`src/rtl/ifu_fetch_pkg.sv`:
```
// Shared types and constants for the instruction-fetch unit:
// fetch FSM states, NOP encoding and the AXI constants used on the read port.
package ifu_fetch_pkg;

    localparam int CPU_WIDTH  = 64;
    localparam int INST_WIDTH = 32;

    localparam logic [INST_WIDTH-1:0] NOP_INST = 32'h0000_0013;

    localparam logic [1:0] AXI_RESP_OKAY = 2'b00;
    localparam logic [2:0] AXI_SIZE_8B   = 3'b011;

    typedef enum logic [2:0] {
        IFU_IDLE,
        IFU_AR,
        IFU_R,
        IFU_HOLD,
        IFU_DRAIN
    } ifu_state_e;

endpackage

```
`src/rtl/ifu_fetch_word_sel.sv`:
```
// Picks the 32-bit instruction out of a 64-bit read beat and flags bus errors.
// Ports: sel_hi_i (pc bit 2), data_i (beat), resp_i (AXI resp) -> inst_o, err_o.
module ifu_fetch_word_sel
    import ifu_fetch_pkg::*;
(
    input  logic                  sel_hi_i,
    input  logic [CPU_WIDTH-1:0]  data_i,
    input  logic [1:0]            resp_i,
    output logic [INST_WIDTH-1:0] inst_o,
    output logic                  err_o
);

    logic [INST_WIDTH-1:0] word;

    assign word   = sel_hi_i ? data_i[63:32] : data_i[31:0];
    assign err_o  = (resp_i != AXI_RESP_OKAY);
    // A faulted fetch hands a harmless NOP downstream; err_o marks it.
    assign inst_o = err_o ? NOP_INST : word;

endmodule

```
`src/rtl/ifu_fetch.sv`:
```
// Fetch side of the bru PC handshake: one single-beat AXI read per PC,
// result held for IF/ID until accepted or killed.
// Ports: i_clk/i_rst_n; i_pc, i_kill from bru; o_br_fetch_valid /
// i_br_fetch_ready with o_inst, o_inst_pc, o_fetch_err; AXI AR and R
// channels; o_busy while any fetch is in flight or held.
module ifu_fetch
    import ifu_fetch_pkg::*;
(
    input  logic                  i_clk,
    input  logic                  i_rst_n,
    input  logic [CPU_WIDTH-1:0]  i_pc,
    input  logic                  i_kill,
    output logic                  o_br_fetch_valid,
    input  logic                  i_br_fetch_ready,
    output logic [INST_WIDTH-1:0] o_inst,
    output logic [CPU_WIDTH-1:0]  o_inst_pc,
    output logic                  o_fetch_err,
    output logic                  o_ar_valid,
    input  logic                  i_ar_ready,
    output logic [CPU_WIDTH-1:0]  o_ar_addr,
    output logic [2:0]            o_ar_size,
    input  logic                  i_r_valid,
    output logic                  o_r_ready,
    input  logic [CPU_WIDTH-1:0]  i_r_data,
    input  logic [1:0]            i_r_resp,
    output logic                  o_busy
);

    ifu_state_e            state_q;
    logic [CPU_WIDTH-1:0]  pc_q;
    logic [CPU_WIDTH-1:0]  inst_pc_q;
    logic [INST_WIDTH-1:0] inst_q;
    logic                  err_q;
    logic                  valid_q;
    logic                  ar_valid_q;
    logic                  r_ready_q;
    logic                  kill_pend_q;

    logic [INST_WIDTH-1:0] inst_d;
    logic                  err_d;

    ifu_fetch_word_sel u_word_sel (
        .sel_hi_i (pc_q[2]),
        .data_i   (i_r_data),
        .resp_i   (i_r_resp),
        .inst_o   (inst_d),
        .err_o    (err_d)
    );

    always_ff @(posedge i_clk) begin
        if (!i_rst_n) begin
            state_q     <= IFU_IDLE;
            pc_q        <= '0;
            inst_pc_q   <= '0;
            inst_q      <= NOP_INST;
            err_q       <= 1'b0;
            valid_q     <= 1'b0;
            ar_valid_q  <= 1'b0;
            r_ready_q   <= 1'b0;
            kill_pend_q <= 1'b0;
        end else begin
            unique case (state_q)
                IFU_IDLE: begin
                    pc_q        <= i_pc;
                    kill_pend_q <= 1'b0;
                    if (!i_kill) begin
                        if (i_pc[1:0] != 2'b00) begin
                            // Misaligned: report without a bus request.
                            state_q   <= IFU_HOLD;
                            valid_q   <= 1'b1;
                            err_q     <= 1'b1;
                            inst_q    <= NOP_INST;
                            inst_pc_q <= i_pc;
                        end else begin
                            state_q    <= IFU_AR;
                            ar_valid_q <= 1'b1;
                        end
                    end
                end
                IFU_AR: begin
                    // AR may not be withdrawn; a kill is remembered
                    // and the response is drained instead.
                    if (i_ar_ready) begin
                        ar_valid_q <= 1'b0;
                        r_ready_q  <= 1'b1;
                        if (i_kill || kill_pend_q)
                            state_q <= IFU_DRAIN;
                        else
                            state_q <= IFU_R;
                    end else if (i_kill) begin
                        kill_pend_q <= 1'b1;
                    end
                end
                IFU_R: begin
                    if (i_r_valid) begin
                        r_ready_q <= 1'b0;
                        if (i_kill || kill_pend_q) begin
                            state_q <= IFU_IDLE;
                        end else begin
                            state_q   <= IFU_HOLD;
                            valid_q   <= 1'b1;
                            inst_q    <= inst_d;
                            err_q     <= err_d;
                            inst_pc_q <= pc_q;
                        end
                    end else if (i_kill) begin
                        kill_pend_q <= 1'b1;
                    end
                end
                IFU_DRAIN: begin
                    if (i_r_valid) begin
                        r_ready_q <= 1'b0;
                        state_q   <= IFU_IDLE;
                    end
                end
                IFU_HOLD: begin
                    // Kill and accept both release the slot.
                    if (i_kill || i_br_fetch_ready) begin
                        valid_q <= 1'b0;
                        state_q <= IFU_IDLE;
                    end
                end
                default: state_q <= IFU_IDLE;
            endcase
        end
    end

    assign o_br_fetch_valid = valid_q;
    assign o_inst           = inst_q;
    assign o_inst_pc        = inst_pc_q;
    assign o_fetch_err      = err_q;
    assign o_ar_valid       = ar_valid_q;
    assign o_ar_addr        = {pc_q[CPU_WIDTH-1:3], 3'b000};
    assign o_ar_size        = AXI_SIZE_8B;
    assign o_r_ready        = r_ready_q;
    assign o_busy           = (state_q != IFU_IDLE);

endmodule

```
`config.mk`:
```
export PLATFORM = sky130hd
export DESIGN_NAME = ifu_fetch
export DESIGN_NICKNAME = d
export VERILOG_FILES = /design/src/rtl/ifu_fetch_pkg.sv /design/src/rtl/ifu_fetch_word_sel.sv /design/src/rtl/ifu_fetch.sv
export SDC_FILE = /design/constraint.sdc
export NUM_CORES = 1
export LEC_CHECK = 0
export ABC_AREA = 1
export BUFFER_PORTS_ARGS = -buffer_cell sky130_fd_sc_hd__buf_2
export CAP_MARGIN = 20
export CORE_ASPECT_RATIO = 0.7
export CORE_UTILIZATION = 54
export CTS_BUF_LIST = sky130_fd_sc_hd__clkbuf_4 sky130_fd_sc_hd__clkbuf_8 sky130_fd_sc_hd__clkbuf_16
export DETAILED_ROUTE_END_ITERATION = 10
export HOLD_SLACK_MARGIN = 0.12
export PLACE_DENSITY = 0.86
export SKIP_CTS_REPAIR_TIMING = 1
export SLEW_MARGIN = 20
export SYNTH_ARGS = -nofsm -noshare
export SYNTH_HDL_FRONTEND = slang
export SYNTH_SLANG_ARGS = --single-unit
```
`constraint.sdc`:
```
create_clock -name i_clk -period 2.44 [get_ports i_clk]
set_input_delay 0.488 -clock i_clk [delete_from_list [all_inputs] [get_ports i_clk]]
set_output_delay 0.488 -clock i_clk [all_outputs]
set_load 0.03 [all_outputs]
```
Word level (Yosys, flattened, before mapping)
Index checks and enable logic that the tools add are counted.
W data, S select, Z words.

cells by class
  add/sub/neg operators = 0
  multipliers = 0
  divide/modulo/power cells = 0
  order comparisons = 0
  eq/ne operators = 15
  shift-type cells = 0
  mux-type cells = 41
  bitwise gates (word level) = 0
  reduce and logical (&&, ||, !) cells = 18

operators with widths
  cell                  count
  $mux W64              4
  $mux W32              6
  $pmux W64 S2          1
  $pmux W32 S2          1
  $ne A2 B2 Y1 const B  10
  $mux W3               6
  $mux W1               15
  $pmux W3 S5           1
  $reduce_and A5 Y1     2
  $reduce_bool A2 Y1    5
  $reduce_bool A3 Y1    3
  $eq A3 B2 Y1 const B  2
  $pmux W1 S2           3
  $pmux W1 S3           2
  $reduce_and A3 Y1     2
  $reduce_and A6 Y1     1
  $mux W2               2
  $reduce_and A4 Y1     1
  $eq A3 B1 Y1 const B  1
  $eq A3 B3 Y1 const B  1
  $logic_not A3 Y1      1
  $logic_or A1 B1 Y1    2
  $ne A2 B1 Y1 const B  1
  $reduce_or A2 Y1      1

word-level totals
  flip-flop bits (word level) = 168
  latch bits = 0
  bits in writable memories = 0
  bits in read-only memories = 0
  bits of input ports = 136
  output and inout port bits = 168
  memories kept = 0

Longest topological paths before layout
Gate-level depths: netlist of the first run.

  word-level depth = 5
  depth in mapped cells = 10
  depth with buffers taken out = 9

Cells and area by module
A second synthesis of the first run with hierarchy kept.

second synthesis, totals
  cells, all modules = 1,274
  area, all modules = 8,167.8 um2

modules (own cells, without submodules)
  module              times used  cells an instance  area an instance (um2)  seq. area each (um2)
  ifu_fetch           1           1,107              7,473.4                 3,363.2
  ifu_fetch_word_sel  1           167                694.4                   0.0

Least setup slack after synthesis of the first run
No wires, ideal clock.

  kind = register -> output
  start point = register state_q[0]
  end point = output o_busy
  arrival time = 1.146 ns
  path slack = 0.806 ns
  stages on the path, launching flop included = 4
  buffers on the path = 1
  cell sequence = dfxtp_1 > nor2_1 > nand2_1 > clkbuf_1

on the way
  word-level cells in the longest chain between the ends = 1

RTL lines
  what                    line              source
  start, declared         ifu_fetch.sv:29   ifu_state_e state_q;
  start signal, assigned  ifu_fetch.sv:52   state_q <= IFU_IDLE;
  start signal, assigned  ifu_fetch.sv:69   state_q <= IFU_HOLD;
  start signal, assigned  ifu_fetch.sv:75   state_q <= IFU_AR;
  $reduce_bool A3 Y1      ifu_fetch.sv:136  assign o_busy = (state_q != IFU_IDLE);
  end, declared           ifu_fetch.sv:26   output logic o_busy

Every way passes these cells.

Worst setup path in the final report of the first run
  start point = register state_q[1]
  end point = register inst_q[31] (netlist: o_inst[31])

on the way
  word-level cells in the longest chain between the ends = 3
  elaborated cells on any way between the ends = 9

RTL lines
  what                                                                 line              source
  $eq A3 B2 Y1 / $logic_not A3 Y1 (equally long branches)              ifu_fetch.sv:62   unique case (state_q)
  $ne A2 B2 Y1 (no line) / $reduce_bool A2 Y1 (equally long branches)  n/a
  $reduce_and A5 Y1 (no line)                                          n/a
  end signal, assigned                                                 ifu_fetch.sv:102  inst_q <= inst_d;
  end, declared                                                        ifu_fetch.sv:32   logic [INST_WIDTH-1:0] inst_q;

Several ways; a longest one is shown, not always the timed one.
A chain may end at the register's enable or synchronous reset.

==> out/metrics.yaml, run 1 <==
global_route:
  antenna_found_initial: 1
  grt_max_degree: 87
  met1_usage: 0.3408
  grt_pass1_vias: 7544
  grt.overflow.total: 0
  grt_util_all_layers: 0.2797
  grt_pass1_wl_mm: 35.24
  grtUsageMet3: 0.08658
  met2_usage: 0.4563
  top_usage_layer: "met2"
setup_path:
  slowest_stage: "dfxtp_1"
  reg2reg_slack_ps: 220
  cp.required_ps: 2800
  max_stage_delay_ps: 500
  rr_worst_depth: 8
  cp_num_cells: 8
  start_kind: "flop"
  crit_buf_inv: 2
  crit_path_end_kind: "flop"
  crit_fanout: 50
  crit_type: "flop to flop"
  path_cells: "nand2_1 > nor2_4 > buf_4 > nand2_1 > buf_4 > a21oi_1 > nor2_1 > nor2_1"
  crit_arrival_ps: 2580
  crit_family: "buffers and inverters"
logic_synthesis:
  syn_area_sq_mm: 0.008299
  yosys_warnings: 0
  async_reset_ff_frac: 0
  synthFlopType: "dfxtp_1"
  synth.most_common_cell: "nand2_1"
  synth_seq_cells: 168
  synth_edf_count: 0
  avgSynthCellArea_sq_um: 6.273
  synthTopCellsByCount: "nand2_1, nor2_1, dfxtp_1"
  synth.distinct_cells: 22
  synthTopCellsByArea: "dfxtp_1, nand2_1, nor2_1"
  ys_seq_area_frac: 0.4052
  synth_top_area_share: 0.4052
  netlist_instances: 1323
  synth_largest_area_cell: "dfxtp_1"
drt:
  vias: 8356
  wl_per_cell_um: 12.80
  drc: 0
  detail-route-antenna-nets: 0
  vias_per_cell: 4.852
  finalWirelength_mm: 22.04
  drt_pass1_iterations: 5
  drt-initial-drc-count: 558
place:
  portBuffers: 297
  finalWeightedCongestion: 0.9372
  dp_cells: 1690
  dp_hpwl_mm: 15.12
floorplan:
  die_y_um: 105.7
  die_width_um: 150.2
  core_region_area_sq_mm: 0.01486
  initial_core_util: 0.5585
  core.rowCount: 37
  dieArea_sq_mm: 0.01588
  io_pins: 304
finish:
  regArea_sq_mm: 0.003363
  nNetsFinal: 1650
  final_cells: 1722
  drive_above_1_share: 0.2299
  diodes: 0
  area_growth_pct: 20.08
  nFillCells: 1338
  multiInputGateArea_sq_mm: 0.003633
cts:
  max-clock-path-buffers: 2
  numCtsBuffers: 17
  clkSinkCount: 168
  cts_tree: "yes"
  root_buffer: "clkbuf_16"
  h-tree-depth: 4
  clk_pin_slew_ps: 60
  clkLatencyLatePin_ps: 420
timing:
  fin_crit_ps: 2219
  slew-limit-headroom: 0.3362
  worst_slew_pin_slew_ps: 994.6
  setup_viol: 0
  hold_viol: 0
  clock_skew_ps: 7.869
  fin_tns_setup_ps: 0
  finalCritPeriodShare: 0.9095
  hold_slack_ps: 274.1
  rsz0062_at_grt: "no"
  slew_violations: 0
  fmax_mhz: 450.6
power:
  power.density_mw_per_mm2: 1738
  ir_drop_uv: 873.7
  leakage_nw: 5.605
run:
  drv_cap: 0
status:
  outcome: "finished clean"
worst_hold_path:
  hp-class: "primary input to flop"
  hold_depth: 2
[state kept, by name, indices dropped and copies added (netlist names), 3 cells and up]
name       cells
o_inst        32
pc_q          64
state_q        3
o_inst_pc     64
[worst register-to-register path, cell delays in order (launching register included)]
cell	delay, ps
dfxtp_1	500
nand2_1	170
nor2_4	110
buf_4	460
nand2_1	250
buf_4	290
a21oi_1	170
nor2_1	60
nor2_1	130
[final cells by class]
class / instances / share of cell area
Multi-Input combinational cell: 895 / 0.3646
Clock buffer: 23 / 0.05035
Sequential cell: 168 / 0.3375
Timing Repair Buffer: 311 / 0.1637
Clock inverter: 9 / 0.01381
Tap cell: 195 / 0.02448
Inverter: 121 / 0.04557
[stage by stage]
| stage | total power, mW | instance area, sq um | util | worst slack, ps |
|---|---|---|---|---|
| after CTS | 17.40 | 9966 | 0.6706 | 222.5 |
| after global placement | 14.18 | 9326 | 0.6276 | 297.0 |
| after floorplan | 12.70 | 8314 | - | 805.5 |
| after detailed placement | 14.43 | 9326 | 0.6276 | 213.4 |
| final | 17.32 | 9966 | 0.6706 | 220.9 |
| after global routing | 18.73 | 9966 | 0.6706 | 9.840 |
[per-layer routing]
layer,vias up,wire [um]
li1,4275,-
met1,3695,9429
met5,-,13
met3,46,1988
met2,338,10040
met4,2,568
[power breakdown]
group / total [mW] / switching [mW] / internal, mW / leakage [nW]
clock: 2.87 / 1.10 / 1.76 / 0.302
combinational: 9.70 / 7.04 / 2.66 / 3.91
sequential: 4.75 / 0.731 / 4.02 / 1.39
[placed cells by master (no fill, tap or decap), types with 2 or more instances in the layout]
| cell type | Yosys | final |
|---|---|---|
| conb_1 | 2 | 6 |
| bufinv_16 | 0 | 3 |
| inv_1 | 118 | 118 |
| clkinvlp_4 | 0 | 4 |
| inv_2 | 3 | 3 |
| o21bai_1 | 8 | 8 |
| nand2_1 | 411 | 409 |
| o21ai_0 | 87 | 87 |
| nor2_4 | 0 | 2 |
| nand3_1 | 8 | 8 |
| clkbuf_8 | 0 | 5 |
| a21boi_0 | 7 | 7 |
| buf_2 | 15 | 296 |
| a21oi_1 | 45 | 45 |
| nor2_1 | 316 | 316 |
| buf_12 | 0 | 3 |
| clkbuf_16 | 0 | 17 |
| nand2_2 | 0 | 2 |
| dfxtp_1 | 168 | 168 |
| buf_4 | 70 | 12 |
[final timing paths]
kind         startpoint         end
max          state_q[1]  o_inst[31]
max reg2reg  state_q[1]  o_inst[31]
min reg2reg    pc_q[51]    pc_q[51]
min           i_r_valid   o_r_ready
[logic make-up after synthesis]
family,Yosys count,synth area share
buffers and inverters,264,0.1615
AND/OR/NAND/NOR,739,0.3370
AO/OA/AOI/OAI,150,0.09543
flip-flops,168,0.4052
other,2,0.0009049
Note: power is estimated with default switching activity, not from simulation.
==> run 2, diff against run 1 <==
CORE_ASPECT_RATIO = unset   (was 0.7)
==> run 2 against run 1 <==
Against the previous run: final cell count shrank 0.23%; worst setup slack improved by 270 ps; count of clock-buffer cells in the layout decreased by 3; largest power group unchanged; die area about the same; flip-flop and latch count unchanged; global-route usage is 0.21 points higher; highest routed layer is now met4; total power is 0.71% higher; sequential power barely moved; cell area increased by 0.10%; core utilization increased by 0.55 points; sequential share of layout area about the same.
==> out/metrics.yaml, run 2 (synthesized netlist as in run 1, its figures left out) <==
status:
  outcome: "finished clean"
global_route:
  top_usage_layer: "met2"
  grt_util_all_layers: 0.2818  # +0.002095
  grt_max_degree: 107  # +23%
  grtUsageMet3: 0.06415  # -0.02243
  antenna_found_initial: 0  # -1
  met1_usage: 0.3215  # -0.01931
  grt.overflow.total: 0  # unchanged
  grt_pass1_vias: 7655  # +1.5%
  met2_usage: 0.5073  # +0.05096
  grt_pass1_wl_mm: 36.06  # +2.3%
setup_path:
  r2r_start: "state_q[1]"
  start_kind: "flop"
  worstSetupStartpoint: "state_q[1]"
  crit_arrival_ps: 2260  # -320 ps
  crit_buf_inv: 1  # -1
  crit_family: "simple AND/OR/NAND/NOR gates"
  cpMostUsedCell: "nand2_1"
  crit_fanout: 72  # +44%
  cp.required_ps: 2750  # -50 ps
  path_cells: "nand2_1 > nor2_4 > nand2_1 > nand3_4 > buf_12 > nand2_1 > nand2_1 > nor2_1"
  slowest_stage: "dfxtp_1"
  crit_path_end_kind: "flop"
  max_stage_delay_ps: 530  # +30 ps
  crit_type: "flop to flop"
worst_hold_path:
  hold_start: "i_r_valid"
  hp-class: "primary input to flop"
timing:
  slew_violations: 0  # unchanged
  slew-limit-headroom: 0.5131  # +0.1769
  fmax_mhz: 513.4  # +14%
  hold_viol: 0  # unchanged
  setup_viol: 0  # unchanged
  fin_tns_setup_ps: 0  # unchanged
  clock_skew_ps: 6.865  # -1.005 ps
  worst_slack_ps: 492.3  # +271.4 ps
  fin_crit_ps: 1948  # -271.4 ps
  finalCritPeriodShare: 0.7982  # -0.1112
  rsz0062_at_grt: "no"
  worst_slew_pin_slew_ps: 729.5  # -265.0 ps
finish:
  area_growth_pct: 20.20
  fin_area_sq_mm: 0.009976  # +0.10%
  final_common_cell: "nand2_1"
  nFillCells: 1287  # -3.8%
  drive_above_1_share: 0.2334  # +0.003514
  final_cell_mix: "nand2_1, nor2_1, buf_2"
  diodes: 0  # unchanged
  final_cells: 1718  # -0.23%
  nNetsFinal: 1657  # +0.42%
power:
  p_clk_frac: 0.163  # -0.003
  ir_drop_uv: 887.0  # +1.5%
  switchingPower_mw: 8.933  # +0.69%
  combPwrFrac: 0.564  # +0.004
  pwr-share-seq: 0.273  # about the same
  power_mw: 17.44  # +0.71%
  power.density_mw_per_mm2: 1749  # +0.61%
  leakage_nw: 5.631  # +0.46%
  p_int_mw: 8.510  # +0.73%
  p_sw_frac: 0.5121  # about the same
drt:
  drt-initial-drc-count: 571  # +2.3%
  detail-route-antenna-nets: 0  # unchanged
  vias_per_cell: 4.845  # -0.15%
  wl_per_cell_um: 13.00  # +1.6%
  drc: 0  # unchanged
  finalWirelength_mm: 22.34  # +1.4%
  drt_pass1_iterations: 5  # unchanged
  vias: 8324  # -0.38%
floorplan:
  die_y_um: 126.0  # +19%
  core.rowCount: 44  # +19%
  core_region_area_sq_mm: 0.01475  # -0.72%
  initial_core_util: 0.5625  # +0.004026
  dieArea_sq_mm: 0.01587  # about the same
  die_width_um: 126.0  # -16%
  io_pins: 304  # unchanged
run:
  drv_cap: 0  # unchanged
place:
  place_area_sq_mm: 0.009353  # +0.28%
  finalWeightedCongestion: 0.8918  # -4.8%
  dp_hpwl_mm: 15.74  # +4.1%
  dp_cells: 1686  # -0.24%
  pre_cts_slack_ps: 409.6  # +196.2 ps
  portBuffers: 297  # unchanged
cts:
  root_buffer: "clkbuf_16"
  h-tree-depth: 4  # unchanged
  cts_tree: "yes"
  clkLatencyLatePin_ps: 420  # about the same
  numCtsBuffers: 17  # unchanged
  max-clock-path-buffers: 2  # unchanged
  clk_pin_slew_ps: 60  # about the same
  clkSinkCount: 168  # unchanged
[run 2: worst paths after layout]
kind,cells past startpoint,slack [ps],end
min reg2reg,2,470,pc_q[49]
max,8,490,o_inst[13]
min,2,280,o_r_ready
max reg2reg,8,490,o_inst[13]
[run 2: power groups by stage]
| stage | logic (mW) | registers, mW | clock network (mW) |
|---|---|---|---|
| after floorplan | 6.57 | 6.13 | 0 |
| after global placement | 9.55 | 4.74 | 0 |
| after detailed placement | 9.77 | 4.80 | 0 |
| after CTS | 9.86 | 4.76 | 2.88 |
| after global routing | 10.9 | 4.91 | 3.02 |
| final | 9.83 | 4.77 | 2.84 |
[run 2: per-layer routing]
layer  routed length [um]  up-vias
met5                    0        -
met4                  556        0
met3                 1457       43
met2                10970      316
met1                 9359     3676
li1                     -     4289
[run 2: worst register-to-register path, delay by kind of cell, from the launching register on]
kind	cells	cell delay, ps
buf+inv	1	310
flops	1	530
simple gates	7	1000
[run 2: final cells by class]
class,instances,area [sq um],area share
multi-input cells,895,3633,0.3642
flip-flops and latches,168,3363,0.3371
repair buffers,318,1672,0.1676
inverters,121,454.2,0.04553
clock buffers,20,447.9,0.04490
well taps,184,230.2,0.02308
clock inverters,12,175.2,0.01756
[run 2: metrics by stage]
step | hold slack (ps) | util
after floorplan | 439.3 | -
after global placement | 447.2 | 0.6339
after detailed placement | 458.0 | 0.6339
after CTS | 264.4 | 0.6761
after global routing | 265.5 | 0.6761
final | 276.1 | 0.6761
